--- config.mk ---
export PLATFORM = sky130hd
export DESIGN_NAME = dice_score_fsm
export DESIGN_NICKNAME = d
export VERILOG_FILES = /design/src/rtl/dice_pkg.sv /design/src/rtl/dice_hand_classify.sv /design/src/rtl/dice_score_fsm.sv
export SDC_FILE = /design/constraint.sdc
export NUM_CORES = 1
export LEC_CHECK = 0
export BUFFER_PORTS_ARGS = -buffer_cell sky130_fd_sc_hd__buf_2
export CAP_MARGIN = 0
export CORE_MARGIN = 4
export CORE_UTILIZATION = 59
export DETAILED_ROUTE_END_ITERATION = 7
export PLACE_DENSITY = 0.9
export SYNTH_ARGS = -nofsm -noshare
export SYNTH_HDL_FRONTEND = slang
export SYNTH_SLANG_ARGS = --single-unit
--- constraint.sdc ---
create_clock -name clk -period 8.9 [get_ports clk]
set_clock_uncertainty 0.2 [all_clocks]
set_input_delay 0.445 -clock clk [delete_from_list [all_inputs] [get_ports clk]]
set_output_delay 0.445 -clock clk [all_outputs]
set_load 0.01 [all_outputs]
--- src/rtl/dice_pkg.sv ---
// Shared definitions for the dice game-control slice: hand codes, hand
// bonuses, legal die range and the game FSM state encoding.
package dice_pkg;

  // Hand codes, ordered so that a larger code is a stronger hand
  localparam logic [2:0] HAND_NONE       = 3'd0;
  localparam logic [2:0] HAND_PAIR       = 3'd1;
  localparam logic [2:0] HAND_TWO_PAIR   = 3'd2;
  localparam logic [2:0] HAND_THREE_KIND = 3'd3;
  localparam logic [2:0] HAND_STRAIGHT   = 3'd4;
  localparam logic [2:0] HAND_FOUR_KIND  = 3'd5;

  // Bonus points added on top of the die sum for each hand
  localparam logic [5:0] BONUS_NONE       = 6'd0;
  localparam logic [5:0] BONUS_PAIR       = 6'd2;
  localparam logic [5:0] BONUS_TWO_PAIR   = 6'd5;
  localparam logic [5:0] BONUS_THREE_KIND = 6'd8;
  localparam logic [5:0] BONUS_STRAIGHT   = 6'd10;
  localparam logic [5:0] BONUS_FOUR_KIND  = 6'd20;

  // Legal face values coming out of the generator
  localparam logic [3:0] DIE_MIN = 4'd1;
  localparam logic [3:0] DIE_MAX = 4'd6;

  // Game FSM states
  typedef enum logic [2:0] {
    ST_IDLE   = 3'd0,
    ST_ROLL   = 3'd1,
    ST_SETTLE = 3'd2,
    ST_EVAL   = 3'd3,
    ST_UPDATE = 3'd4,
    ST_OVER   = 3'd5
  } state_t;

  // True when a die shows a face the generator is allowed to produce
  function automatic logic dieValid(input logic [3:0] die);
    return (die >= DIE_MIN) && (die <= DIE_MAX);
  endfunction

endpackage

--- src/rtl/dice_hand_classify.sv ---
// Purely combinational hand classifier: counts how often each face occurs,
// looks for straights, and produces the hand code, score and an invalid flag.
module dice_hand_classify
  import dice_pkg::*;
(
  input  logic [3:0] i_die1,
  input  logic [3:0] i_die2,
  input  logic [3:0] i_die3,
  input  logic [3:0] i_die4,
  output logic [2:0] o_hand,
  output logic [5:0] o_score,
  output logic       o_invalid
);

  logic [3:0] w_dice [4];
  logic [2:0] w_faceCount [1:6];
  logic [6:1] w_faceSeen;
  logic [2:0] w_pairCount;
  logic       w_hasFour;
  logic       w_hasThree;
  logic       w_straight;
  logic [5:0] w_sum;
  logic [5:0] w_bonus;

  assign w_dice[0] = i_die1;
  assign w_dice[1] = i_die2;
  assign w_dice[2] = i_die3;
  assign w_dice[3] = i_die4;

  // Any die outside the legal face range poisons the whole hand
  always_comb begin
    o_invalid = 1'b0;
    for (int i = 0; i < 4; i++) begin
      if (!dieValid(w_dice[i])) o_invalid = 1'b1;
    end
  end

  // Occurrence count of each legal face across the four dice
  always_comb begin
    for (int f = 1; f <= 6; f++) begin
      w_faceCount[f] = 3'd0;
      for (int i = 0; i < 4; i++) begin
        if (w_dice[i] == 4'(f)) w_faceCount[f] = w_faceCount[f] + 3'd1;
      end
    end
  end

  // Reduce the face counts to the few facts the hand ranking needs
  always_comb begin
    w_hasFour   = 1'b0;
    w_hasThree  = 1'b0;
    w_pairCount = 3'd0;
    w_faceSeen  = '0;
    for (int f = 1; f <= 6; f++) begin
      if (w_faceCount[f] == 3'd4) w_hasFour = 1'b1;
      if (w_faceCount[f] == 3'd3) w_hasThree = 1'b1;
      if (w_faceCount[f] == 3'd2) w_pairCount = w_pairCount + 3'd1;
      w_faceSeen[f] = (w_faceCount[f] != 3'd0);
    end
    // With only four dice, four distinct consecutive faces seen is a straight
    w_straight = (&w_faceSeen[4:1]) | (&w_faceSeen[5:2]) | (&w_faceSeen[6:3]);
  end

  // Sum of pips; six bits so even illegal faces cannot wrap before being discarded
  always_comb begin
    w_sum = {2'b00, i_die1} + {2'b00, i_die2} + {2'b00, i_die3} + {2'b00, i_die4};
  end

  // Priority ranking of the hand and final score, forced to zero on bad dice
  always_comb begin
    o_hand  = HAND_NONE;
    w_bonus = BONUS_NONE;
    if (w_hasFour) begin
      o_hand  = HAND_FOUR_KIND;
      w_bonus = BONUS_FOUR_KIND;
    end else if (w_straight) begin
      o_hand  = HAND_STRAIGHT;
      w_bonus = BONUS_STRAIGHT;
    end else if (w_hasThree) begin
      o_hand  = HAND_THREE_KIND;
      w_bonus = BONUS_THREE_KIND;
    end else if (w_pairCount == 3'd2) begin
      o_hand  = HAND_TWO_PAIR;
      w_bonus = BONUS_TWO_PAIR;
    end else if (w_pairCount == 3'd1) begin
      o_hand  = HAND_PAIR;
      w_bonus = BONUS_PAIR;
    end
    o_score = w_sum + w_bonus;
    if (o_invalid) begin
      o_hand  = HAND_NONE;
      o_score = 6'd0;
    end
  end

endmodule

--- src/rtl/dice_score_fsm.sv ---
// Game-control stage behind the four-dice generator: turns a button press
// into a roll_trigger burst, captures and scores the dice, and keeps the
// running total and roll count for the display logic.
// Optional feature macro: DICE_SCORE_BEST_EN (best single-roll score register).
module dice_score_fsm
  import dice_pkg::*;
#(
  parameter int SPIN_CYCLES = 16,
  parameter int MAX_ROLLS   = 10,
  parameter int TOTAL_W     = 10
) (
  input  logic               clk,
  input  logic               rst,
  input  logic               i_roll_btn,
  input  logic               i_new_game,
  input  logic [3:0]         i_die1,
  input  logic [3:0]         i_die2,
  input  logic [3:0]         i_die3,
  input  logic [3:0]         i_die4,
  output logic               o_roll_trigger,
  output logic [3:0]         o_held1,
  output logic [3:0]         o_held2,
  output logic [3:0]         o_held3,
  output logic [3:0]         o_held4,
  output logic [2:0]         o_hand,
  output logic [5:0]         o_score,
  output logic [TOTAL_W-1:0] o_total,
  output logic [3:0]         o_roll_count,
  output logic               o_result_valid,
  output logic               o_game_over,
  output logic               o_dice_err,
  output logic [5:0]         o_best_score
);

  localparam logic [7:0] SPIN_LOAD   = 8'(SPIN_CYCLES - 1);
  localparam logic [3:0] ROLL_LIMIT  = 4'(MAX_ROLLS);

  state_t             r_state;
  state_t             w_nextState;
  logic               r_btnQ;
  logic               w_rise;
  logic [7:0]         r_spinCnt;
  logic [3:0]         r_held1, r_held2, r_held3, r_held4;
  logic [2:0]         r_hand;
  logic [5:0]         r_score;
  logic [TOTAL_W-1:0] r_total;
  logic [3:0]         r_rollCount;
  logic               r_resultValid;
  logic               r_diceErr;
  logic [2:0]         w_hand;
  logic [5:0]         w_score;
  logic               w_invalid;
  logic [TOTAL_W:0]   w_totalSum;
  logic [TOTAL_W-1:0] w_totalNext;
  logic [3:0]         w_countNext;

  // Presses only count in IDLE, and a simultaneous new_game swallows them
  assign w_rise = i_roll_btn && !r_btnQ && (r_state == ST_IDLE) && !i_new_game;

  assign w_totalSum  = {1'b0, r_total} + (TOTAL_W + 1)'(r_score);
  assign w_totalNext = w_totalSum[TOTAL_W] ? {TOTAL_W{1'b1}} : w_totalSum[TOTAL_W-1:0];
  assign w_countNext = r_rollCount + 4'd1;

  dice_hand_classify u_classify (
    .i_die1    (r_held1),
    .i_die2    (r_held2),
    .i_die3    (r_held3),
    .i_die4    (r_held4),
    .o_hand    (w_hand),
    .o_score   (w_score),
    .o_invalid (w_invalid)
  );

  // State register
  always_ff @(posedge clk) begin
    if (rst) r_state <= ST_IDLE;
    else     r_state <= w_nextState;
  end

  // Next-state logic; new_game pulls every state back to IDLE
  always_comb begin
    w_nextState = r_state;
    case (r_state)
      ST_IDLE:   if (w_rise) w_nextState = ST_ROLL;
      ST_ROLL:   if (r_spinCnt == 8'd0) w_nextState = ST_SETTLE;
      ST_SETTLE: w_nextState = ST_EVAL;
      ST_EVAL:   w_nextState = ST_UPDATE;
      ST_UPDATE: w_nextState = (w_countNext == ROLL_LIMIT) ? ST_OVER : ST_IDLE;
      ST_OVER:   w_nextState = ST_OVER;
      default:   w_nextState = ST_IDLE;
    endcase
    if (i_new_game) w_nextState = ST_IDLE;
  end

  // Moore outputs decoded straight from the state
  always_comb begin
    o_roll_trigger = 1'b0;
    o_game_over    = 1'b0;
    case (r_state)
      ST_ROLL: o_roll_trigger = 1'b1;
      ST_OVER: o_game_over    = 1'b1;
      default: ;
    endcase
  end

  // Previous button level, kept every cycle so a held button never re-fires
  always_ff @(posedge clk) begin
    if (rst) r_btnQ <= 1'b0;
    else     r_btnQ <= i_roll_btn;
  end

  // Spin length counter, loaded on the accepted press and run down in ROLL
  always_ff @(posedge clk) begin
    if (rst || i_new_game) begin
      r_spinCnt <= 8'd0;
    end else if (w_rise) begin
      r_spinCnt <= SPIN_LOAD;
    end else if (r_state == ST_ROLL && r_spinCnt != 8'd0) begin
      r_spinCnt <= r_spinCnt - 8'd1;
    end
  end

  // Roll datapath: capture dice, latch classification, accumulate the game
  always_ff @(posedge clk) begin
    if (rst || i_new_game) begin
      r_held1       <= 4'd0;
      r_held2       <= 4'd0;
      r_held3       <= 4'd0;
      r_held4       <= 4'd0;
      r_hand        <= HAND_NONE;
      r_score       <= 6'd0;
      r_total       <= '0;
      r_rollCount   <= 4'd0;
      r_resultValid <= 1'b0;
      r_diceErr     <= 1'b0;
    end else begin
      r_resultValid <= (r_state == ST_UPDATE);
      case (r_state)
        ST_SETTLE: begin
          r_held1 <= i_die1;
          r_held2 <= i_die2;
          r_held3 <= i_die3;
          r_held4 <= i_die4;
        end
        ST_EVAL: begin
          r_hand    <= w_hand;
          r_score   <= w_score;
          r_diceErr <= r_diceErr | w_invalid;
        end
        ST_UPDATE: begin
          r_total     <= w_totalNext;
          r_rollCount <= w_countNext;
        end
        default: ;
      endcase
    end
  end

`ifdef DICE_SCORE_BEST_EN
  logic [5:0] r_best;

  // Best single-roll score; survives new_game, only rst clears it
  always_ff @(posedge clk) begin
    if (rst) begin
      r_best <= 6'd0;
    end else if (r_state == ST_UPDATE && !i_new_game && r_score > r_best) begin
      r_best <= r_score;
    end
  end

  assign o_best_score = r_best;
`else
  assign o_best_score = 6'd0;
`endif

  assign o_held1        = r_held1;
  assign o_held2        = r_held2;
  assign o_held3        = r_held3;
  assign o_held4        = r_held4;
  assign o_hand         = r_hand;
  assign o_score        = r_score;
  assign o_total        = r_total;
  assign o_roll_count   = r_rollCount;
  assign o_result_valid = r_resultValid;
  assign o_dice_err     = r_diceErr;

endmodule
[Word-level counts from Yosys, hierarchy flattened]
Index checks and enable logic that the tools add are counted.
Cells by class
  $add $sub $neg: 30
  multiplexer cells: 67
  eq/ne operators: 52
  shifts and indexed selects: 0
  reductions and logical operators: 27
  multipliers: 0
  order comparisons: 8
  bitwise operators: 3
  div/mod/pow operators: 0
Operators with widths (number)
  $mux 3: 31
  $add 3x1->3 const B: 16
  $eq 4x3->1 const B: 12
  $eq 3x2->1 const B: 15
  $eq 4x2->1 const B: 8
  $mux 6: 5
  $mux 1: 26
  $eq 3x3->1 const B: 8
  $pmux 3 s6: 1
  $reduce_bool 3->1: 6
  $eq 4x1->1 const B: 4
  $ge 4x1->1 const B: 4
  $le 4x3->1 const B: 4
  $add 1x1->2 const B: 7
  $add 6x4->6: 2
  $reduce_and 4->1: 3
  $add 10x6->11: 1
  $mux 10: 1
  $logic_and 1x1->1: 8
  $logic_not 8->1: 1
  $mux 4: 2
  $reduce_bool 8->1: 1
  $sub 8x1->8 const B: 1
  $add 6x6->6: 1
  13 further kinds: 19
Storage, ports and cells
  bits in latches: 0
  register bits after elaboration: 53
  memories: 0
  output and inout port bits: 49
  memory bits (writable): 0
  input port bits: 20
  ROM bits: 0
  word-level logic and storage cells: 201

[Longest topological paths before layout]
Gate-level depths: netlist (run 1).
  depth after elaboration: 28
  gate-level depth with buffers: 33
  depth with buffers taken out: 33

[Cells and area by module]
Synthesis (run 1) repeated with hierarchy kept, for this count alone.
Second synthesis, totals
  cell total of the unflattened synthesis: 622
  area, all modules: 4916.0 um2
Modules (own cells, without submodules)
  dice_score_fsm: instances 1, seq. area each 1061.0 um2, area an instance 2458.6 um2, cells an instance 299
  dice_hand_classify: instances 1, seq. area each 0.0 um2, area an instance 2457.4 um2, cells an instance 323

[Worst setup path before layout (run 1)]
OpenSTA, ideal clock, no wires.
  path kind: reg-to-reg
  from: register r_held1[2] (netlist: o_held1[2])
  to: register r_score[5] (netlist: o_score[5])
  library setup time: 70 ps
  slack: 1876 ps
  required time: 8630 ps
  cell stages (with the launch flop): 28
  arrival time: 6754 ps
  path buffers: 1
  clock period less this slack: 7024 ps
  cell sequence: dfxtp_1 > clkbuf_1 > or4b_2 > ha_1 > xor2_1 > ha_1 > nand2b_1 > o31ai_1 > nand2b_1 > ha_1 > xnor2_2 > ha_1 > mux2_4 > ha_1 > inv_1 > a21oi_1 > ha_1 > a221o_1 > or3b_1 > o22ai_1 > fa_1 > ha_1 > fa_1 > a21o_1 > a21oi_1 > xor2_1 > nand3_1 > a21oi_1
On the way
  cells in the longest elaborated chain, start to end: 28
  elaborated cells on any way between the ends: 119
  classes of those cells: 27 x add/sub; 2 x order compare; 26 x eq/ne; 52 x mux; 2 x bitwise; 10 x reduce/logical
RTL lines
  from (decl): RTL line dice_score_fsm.sv:43  | logic [3:0] r_held1, r_held2, r_held3, r_held4;
  from (signal assigned): RTL line dice_score_fsm.sv:140  | r_held1 <= i_die1;
  $eq 4x1->1: RTL line dice_hand_classify.sv:43  | if (w_dice[i] == 4'(f)) w_faceCount[f] = w_faceCount[f] + 3'd1;
  $mux 1: RTL line dice_hand_classify.sv:43
  $add 1x1->2: RTL line dice_hand_classify.sv:43
  $mux 3: RTL line dice_hand_classify.sv:43
  $add 3x1->3: RTL line dice_hand_classify.sv:43
  $mux 3: RTL line dice_hand_classify.sv:43
  $add 3x1->3: RTL line dice_hand_classify.sv:43
  $mux 3: RTL line dice_hand_classify.sv:43
  [... 12 more ...]
  $eq 3x1->1: RTL line dice_hand_classify.sv:85  | end else if (w_pairCount == 3'd1) begin
  $mux 2: RTL line dice_hand_classify.sv:85
  $mux 6: RTL line dice_hand_classify.sv:82  | end else if (w_pairCount == 3'd2) begin
  $mux 6: RTL line dice_hand_classify.sv:79  | end else if (w_hasThree) begin
  $mux 6: RTL line dice_hand_classify.sv:76  | end else if (w_straight) begin
  $mux 6: RTL line dice_hand_classify.sv:73  | if (w_hasFour) begin
  $add 6x6->6: RTL line dice_hand_classify.sv:89  | o_score = w_sum + w_bonus;
  $mux 6 (*): RTL line dice_hand_classify.sv:90  | if (o_invalid) begin
  to (signal assigned): RTL line dice_score_fsm.sv:147  | r_score <= w_score;
  to (decl): RTL line dice_score_fsm.sv:45  | logic [5:0] r_score;
Mark *: on every way between the ends. The rest lies on a longest branch, timed or not.
A chain may end at the register's enable or synchronous reset.

[Worst setup path after layout (run 1)]
  from: register r_held1[1] (netlist: o_held1[1])
  to: register r_score[5] (netlist: o_score[5])
Same word-level chain as after synthesis.

==> results of run 1 <==
-- area by class of cell --
class | count | area (um2)
clock buffer | 5 | 68.8
clock inverter | 3 | 43.8
fill | 624 | 2600
inverter | 55 | 206
multi-input combinational | 484 | 3380
sequential | 53 | 1060
tap | 102 | 128
timing repair buffer | 63 | 318
-- worst reg2reg max path, cell delays in order (launching register included) --
cell,delay [ps]
dfxtp_1,440
or4b_2,750
ha_1,380
xor2_1,320
ha_1,280
nand2b_1,150
o31ai_1,170
nand2b_1,200
ha_1,280
xnor2_2,240
ha_1,270
mux2_4,270
ha_1,270
inv_1,50
a21oi_1,140
ha_1,250
a221o_1,350
or3b_1,410
o22ai_1,190
fa_1,450
ha_1,240
fa_1,400
a21o_1,190
a21oi_1,170
xor2_1,170
nand3_1,90
a21oi_1,180
-- cell usage after synthesis (all sizes together) (6+ instances only) --
| cell type | instances | area share [%] |
|---|---|---|
| nand2 | 81 | 6.3 |
| inv | 55 | 4.3 |
| dfxtp | 53 | 22 |
| a21oi | 50 | 5.2 |
| nor2 | 46 | 3.6 |
| ha | 41 | 11 |
| nand3 | 25 | 2.6 |
| xnor2 | 23 | 4.3 |
| clkbuf | 19 | 1.5 |
| xor2 | 19 | 3.5 |
| o21ai | 18 | 1.9 |
| buf | 17 | 2.3 |
| nor3 | 15 | 1.6 |
| nand2b | 13 | 1.7 |
| nor2b | 12 | 1.6 |
| fa | 11 | 4.6 |
| or2 | 11 | 1.4 |
| nor4b | 10 | 2.4 |
| nor4 | 8 | 1.4 |
| a21o | 7 | 1.1 |
| and3 | 7 | 0.91 |
| mux2i | 6 | 1.2 |
-- path summary, 6_finish.rpt --
| path | start | endpoint |
|---|---|---|
| setup / recovery | o_held1[1] | o_score[5] |
| hold / removal | rst | r_btnQ |
| setup reg to reg | o_held1[1] | o_score[5] |
| hold reg to reg | o_hand[2] | o_hand[2] |
-- cell families after synthesis --
group | Yosys count
and+or+nand+nor | 259
other | 1
adders and majority gates | 52
AOI/OAI and AO/OA | 116
DFF | 53
buffers and inverters | 91
muxes | 7
xor gates and xnor gates | 44
-- report_power, final --
group	switching [mW]	leakage [nW]	internal (mW)
combinational	0.0141	1.87	0.00907
sequential	0.00259	0.427	0.239
clock	0.0845	0.0585	0.0844
-- sequential cells by signal (all words and copies together), names as in the netlist --
register / count
o_total: 10
r_spinCnt: 8
o_score: 6
o_held1: 4
o_held2: 4
o_held3: 4
o_held4: 4
o_roll_count: 4
o_hand: 3
r_state: 3
o_dice_err: 1
o_result_valid: 1
r_btnQ: 1
-- routing by layer --
| metal | track usage [%] | routed length, um | vias to the layer above |
|---|---|---|---|
| met3 | 3.21 | 664 | 30 |
| met5 | 0 | 0 | - |
| met1 | 30.2 | 4800 | 2103 |
| li1 | - | - | 2201 |
| met2 | 42.9 | 5910 | 154 |
| met4 | 8.19 | 246 | 0 |
==> results.py, run 1 <==
metrics = {
    "clock_tree": {
        "clock_latency_ps": 310,
        "post_cts_buffers": 0,
        "cts_buffers": 5,
        "cts_max_level": 2,
        "cts_tree": "done",
        "cts_root_buf": "clkbuf_8",
        "postCtsHoldBufs": 0,
        "clkSlewWorstSetupHoldPaths_ps": 100,
        "cts_resized": 0,
        "clock_sinks": 53,
        "cts_max_path_buffers": 2,
    },
    "timing": {
        "layout_min_cycle_time_ps": 7580,
        "setup_viol": 0,
        "relSlewSlack_pct": 21.1,
        "finalHoldViolations": 0,
        "setup_tns_ps": 0,
        "fmax_mhz": 132,
        "fin_hold_ws_ps": 94.2,
        "rsz0062_at_grt": "no",
        "fin_ws_ps": 1320,
        "finalMaxSlewViolations": 0,
        "finalCritPeriodShare_pct": 85.1,
        "tightestPinTransition_ps": 1170,
    },
    "grt": {
        "grt_pass1_wl_mm": 19.8,
        "antenna_found_initial": 0,
        "grt_pass1_vias": 4289,
        "grt_max_degree": 42,
        "grt_usage_pct": 24.2,
        "gr-total-overflow": 0,
    },
    "floorplan": {
        "rows": 32,
        "dieArea_mm2": 0.00966,
        "core_area_mm2": 0.00781,
        "initial_core_util_pct": 61.6,
        "die_w_um": 98.3,
        "fp.dieH_um": 98.3,
        "ios": 69,
    },
    "power": {
        "p_leak_nw": 2.35,
        "power_density_mw_per_mm2": 83.3,
        "power_uw": 433,
        "ir_drop_v": 0.000132,
    },
    "drt": {
        "drc_errors": 0,
        "drtIter0Drc": 323,
        "drtPass1Iterations": 7,
        "final_antenna_net_count": 0,
        "drt_wl_total_mm": 11.6,
        "num_vias": 4488,
        "viasPerCell": 5.87,
        "wl_per_cell_um": 15.2,
    },
    "logic_synthesis": {
        "synth-compound-area-share_pct": 15.1,
        "synth-adder-area-share_pct": 15.3,
        "synthSimpleGateAreaFrac_pct": 29.2,
        "synth_edf_count": 0,
        "syn_area_mm2": 0.00481,
        "async_flop_share_pct": 0,
        "synth_xor_area_share_pct": 8.75,
        "syn-instance-count": 623,
        "synth_mux_area_share_pct": 1.56,
        "synth_top_family_by_area": "simple AND/OR/NAND/NOR gates",
        "postSynthAreaPerCell_um2": 7.72,
        "ys_seq_area_share_pct": 22.1,
        "synth-seq-cells": 53,
        "yosysWarnings": 0,
        "synth_flop_cell": "dfxtp_1",
        "synth_cell_types": 65,
    },
    "placed_design": {
        "dpl.hpwl_mm": 9.02,
        "placed_area_mm2": 0.00509,
        "gp_congestion": 0.924,
        "pre_cts_slack_ps": 1390,
        "portBuffers": 62,
        "dp.cells": 757,
    },
    "worst_setup_path": {
        "reg2reg_depth": 26,
        "critPathBufInv": 1,
        "endpoint_kind": "flop",
        "crit_required_ps": 8950,
        "cp.arrival_ps": 7630,
        "timing.critical_path.mode_cell": "ha_1",
        "cp_slowest_cell": "or4b_2",
        "crit_fanout": 12,
        "cp.depth": 26,
        "critPathTopFamily": "adder cells",
        "r2r_slack_ps": 1320,
        "startpoint_type": "flop",
        "crit_type": "flop to flop",
        "max_stage_delay_ps": 750,
    },
    "status": {
        "outcome": "complete, no violations",
    },
    "final_layout": {
        "area_growth_pct": 8.25,
        "diodes": 0,
        "final_cell_mix": "nand2_1 (81), buf_2 (62), inv_1 (55), dfxtp_1 (53), a21oi_1 (50)",
        "fin_area_mm2": 0.00520,
        "post-route-util_pct": 66.7,
        "finalNonFillerCells": 765,
        "drive_gt1_share_pct": 14.6,
        "layout_commonest_cell": "nand2_1",
        "layout.nets": 734,
    },
    "hold_path": {
        "min_path_type": "input port to flop",
        "min_path_cells": 2,
    },
    "run": {
        "drv_cap": 0,
    },
}
Power figures use the tool's default switching activity.
==> run 2: changes to the inputs <==
- CORE_UTILIZATION: 59 -> 55
- PLACE_DENSITY: 0.9 -> 0.85
==> results.py, run 2 (synthesized netlist as in run 1, its figures left out) <==
metrics = {
    "status": {
        "outcome": "complete, no violations",
    },
    "worst_setup_path": {
        "crit_type": "flop to flop",
        "endpoint_kind": "flop",
        "critPathTopFamily": "adder cells",
        "cp_slowest_cell": "or4b_2",
        "crit_required_ps": 8950,
        "critPathBufInv": 1,
        "timing.critical_path.mode_cell": "ha_1",
        "max_stage_delay_ps": 690,
        "cp.arrival_ps": 7540,
        "startpoint_type": "flop",
        "crit_fanout": 8,
    },
    "grt": {
        "grt_pass1_wl_mm": 18.8,
        "gr-total-overflow": 0,
        "antenna_found_initial": 0,
        "grt_usage_pct": 22.0,
        "grt_max_degree": 42,
        "grt_pass1_vias": 4160,
    },
    "clock_tree": {
        "cts_tree": "done",
        "cts_root_buf": "clkbuf_8",
        "cts_max_path_buffers": 2,
        "postCtsHoldBufs": 0,
        "post_cts_buffers": 0,
        "clock_sinks": 53,
        "clkSlewWorstSetupHoldPaths_ps": 110,
        "cts_resized": 0,
        "cts_buffers": 5,
        "clock_latency_ps": 310,
        "cts_max_level": 2,
    },
    "timing": {
        "setup_viol": 0,
        "rsz0062_at_grt": "no",
        "finalMaxSlewViolations": 0,
        "tightestPinTransition_ps": 1180,
        "fmax_mhz": 133,
        "relSlewSlack_pct": 20.4,
        "layout_min_cycle_time_ps": 7500,
        "setup_tns_ps": 0,
        "finalCritPeriodShare_pct": 84.2,
        "finalHoldViolations": 0,
        "fin_ws_ps": 1400,
    },
    "drt": {
        "drtPass1Iterations": 4,
        "final_antenna_net_count": 0,
        "drt_wl_total_mm": 11.1,
        "drc_errors": 0,
        "num_vias": 4455,
        "drtIter0Drc": 246,
        "viasPerCell": 5.80,
        "wl_per_cell_um": 14.4,
    },
    "placed_design": {
        "dpl.hpwl_mm": 8.77,
        "placed_area_mm2": 0.00509,
        "portBuffers": 62,
        "pre_cts_slack_ps": 1420,
        "gp_congestion": 0.879,
    },
    "floorplan": {
        "ios": 69,
        "fp.dieH_um": 101,
        "die_w_um": 101,
        "dieArea_mm2": 0.0103,
        "initial_core_util_pct": 57.6,
        "core_area_mm2": 0.00834,
        "rows": 33,
    },
    "run": {
        "drv_cap": 0,
    },
    "final_layout": {
        "drive_gt1_share_pct": 14.6,
        "largest_reg_flops": 10,
        "area_growth_pct": 7.96,
        "post-route-util_pct": 62.2,
        "layout_commonest_cell": "nand2_1",
        "diodes": 0,
        "layout.nets": 734,
        "regArea_mm2": 0.00106,
        "multiInputGateArea_mm2": 0.00338,
        "final_cell_mix": "nand2_1 (81), buf_2 (62), inv_1 (55), dfxtp_1 (53), a21oi_1 (50)",
        "fillerInstances": 728,
        "fin_area_mm2": 0.00519,
    },
    "power": {
        "power_density_mw_per_mm2": 78.6,
        "power_uw": 408,
        "p_leak_nw": 2.34,
        "ir_drop_v": 0.000100,
    },
    "hold_path": {
        "min_path_type": "input port to flop",
    },
}
[run 2: area by class of cell]
type	count	area share, %
Multi-Input combinational cell	484	65.1
Sequential cell	53	20.4
Timing Repair Buffer	63	6.12
Inverter	55	3.98
Tap cell	105	2.53
Clock buffer	5	1.33
Clock inverter	3	0.506
[run 2: report_power, final]
group | switching (mW) | internal, mW
clock | 0.0863 | 0.0574
sequential | 0.00244 | 0.239
combinational | 0.0139 | 0.00908
total | 0.103 | 0.305
[run 2: routing by layer]
layer / share of wire (%) / up-vias / global-route usage (%)
li1: - / 2211 / -
met1: 44 / 2139 / 28.3
met5: 0 / - / 0
met3: 3.6 / 14 / 2.07
met4: 1.1 / 0 / 5.32
met2: 51 / 91 / 39.4
[run 2: final timing paths]
path | from | to | slack (ps) | cells past startpoint
max | o_held1[0] | o_score[5] | 1400 | 26
min | rst | r_btnQ | 100 | 2
max reg2reg | o_held1[0] | o_score[5] | 1400 | 26
min reg2reg | o_hand[2] | o_hand[2] | 270 | 2
[run 2: through the flow]
stage | hold slack, ps | cells
final | 100 | 768
after global routing | 101 | 768
after CTS | 92.6 | 768
after detailed placement | 264 | 760
after global placement | 259 | 760
after floorplan | 280 | 628
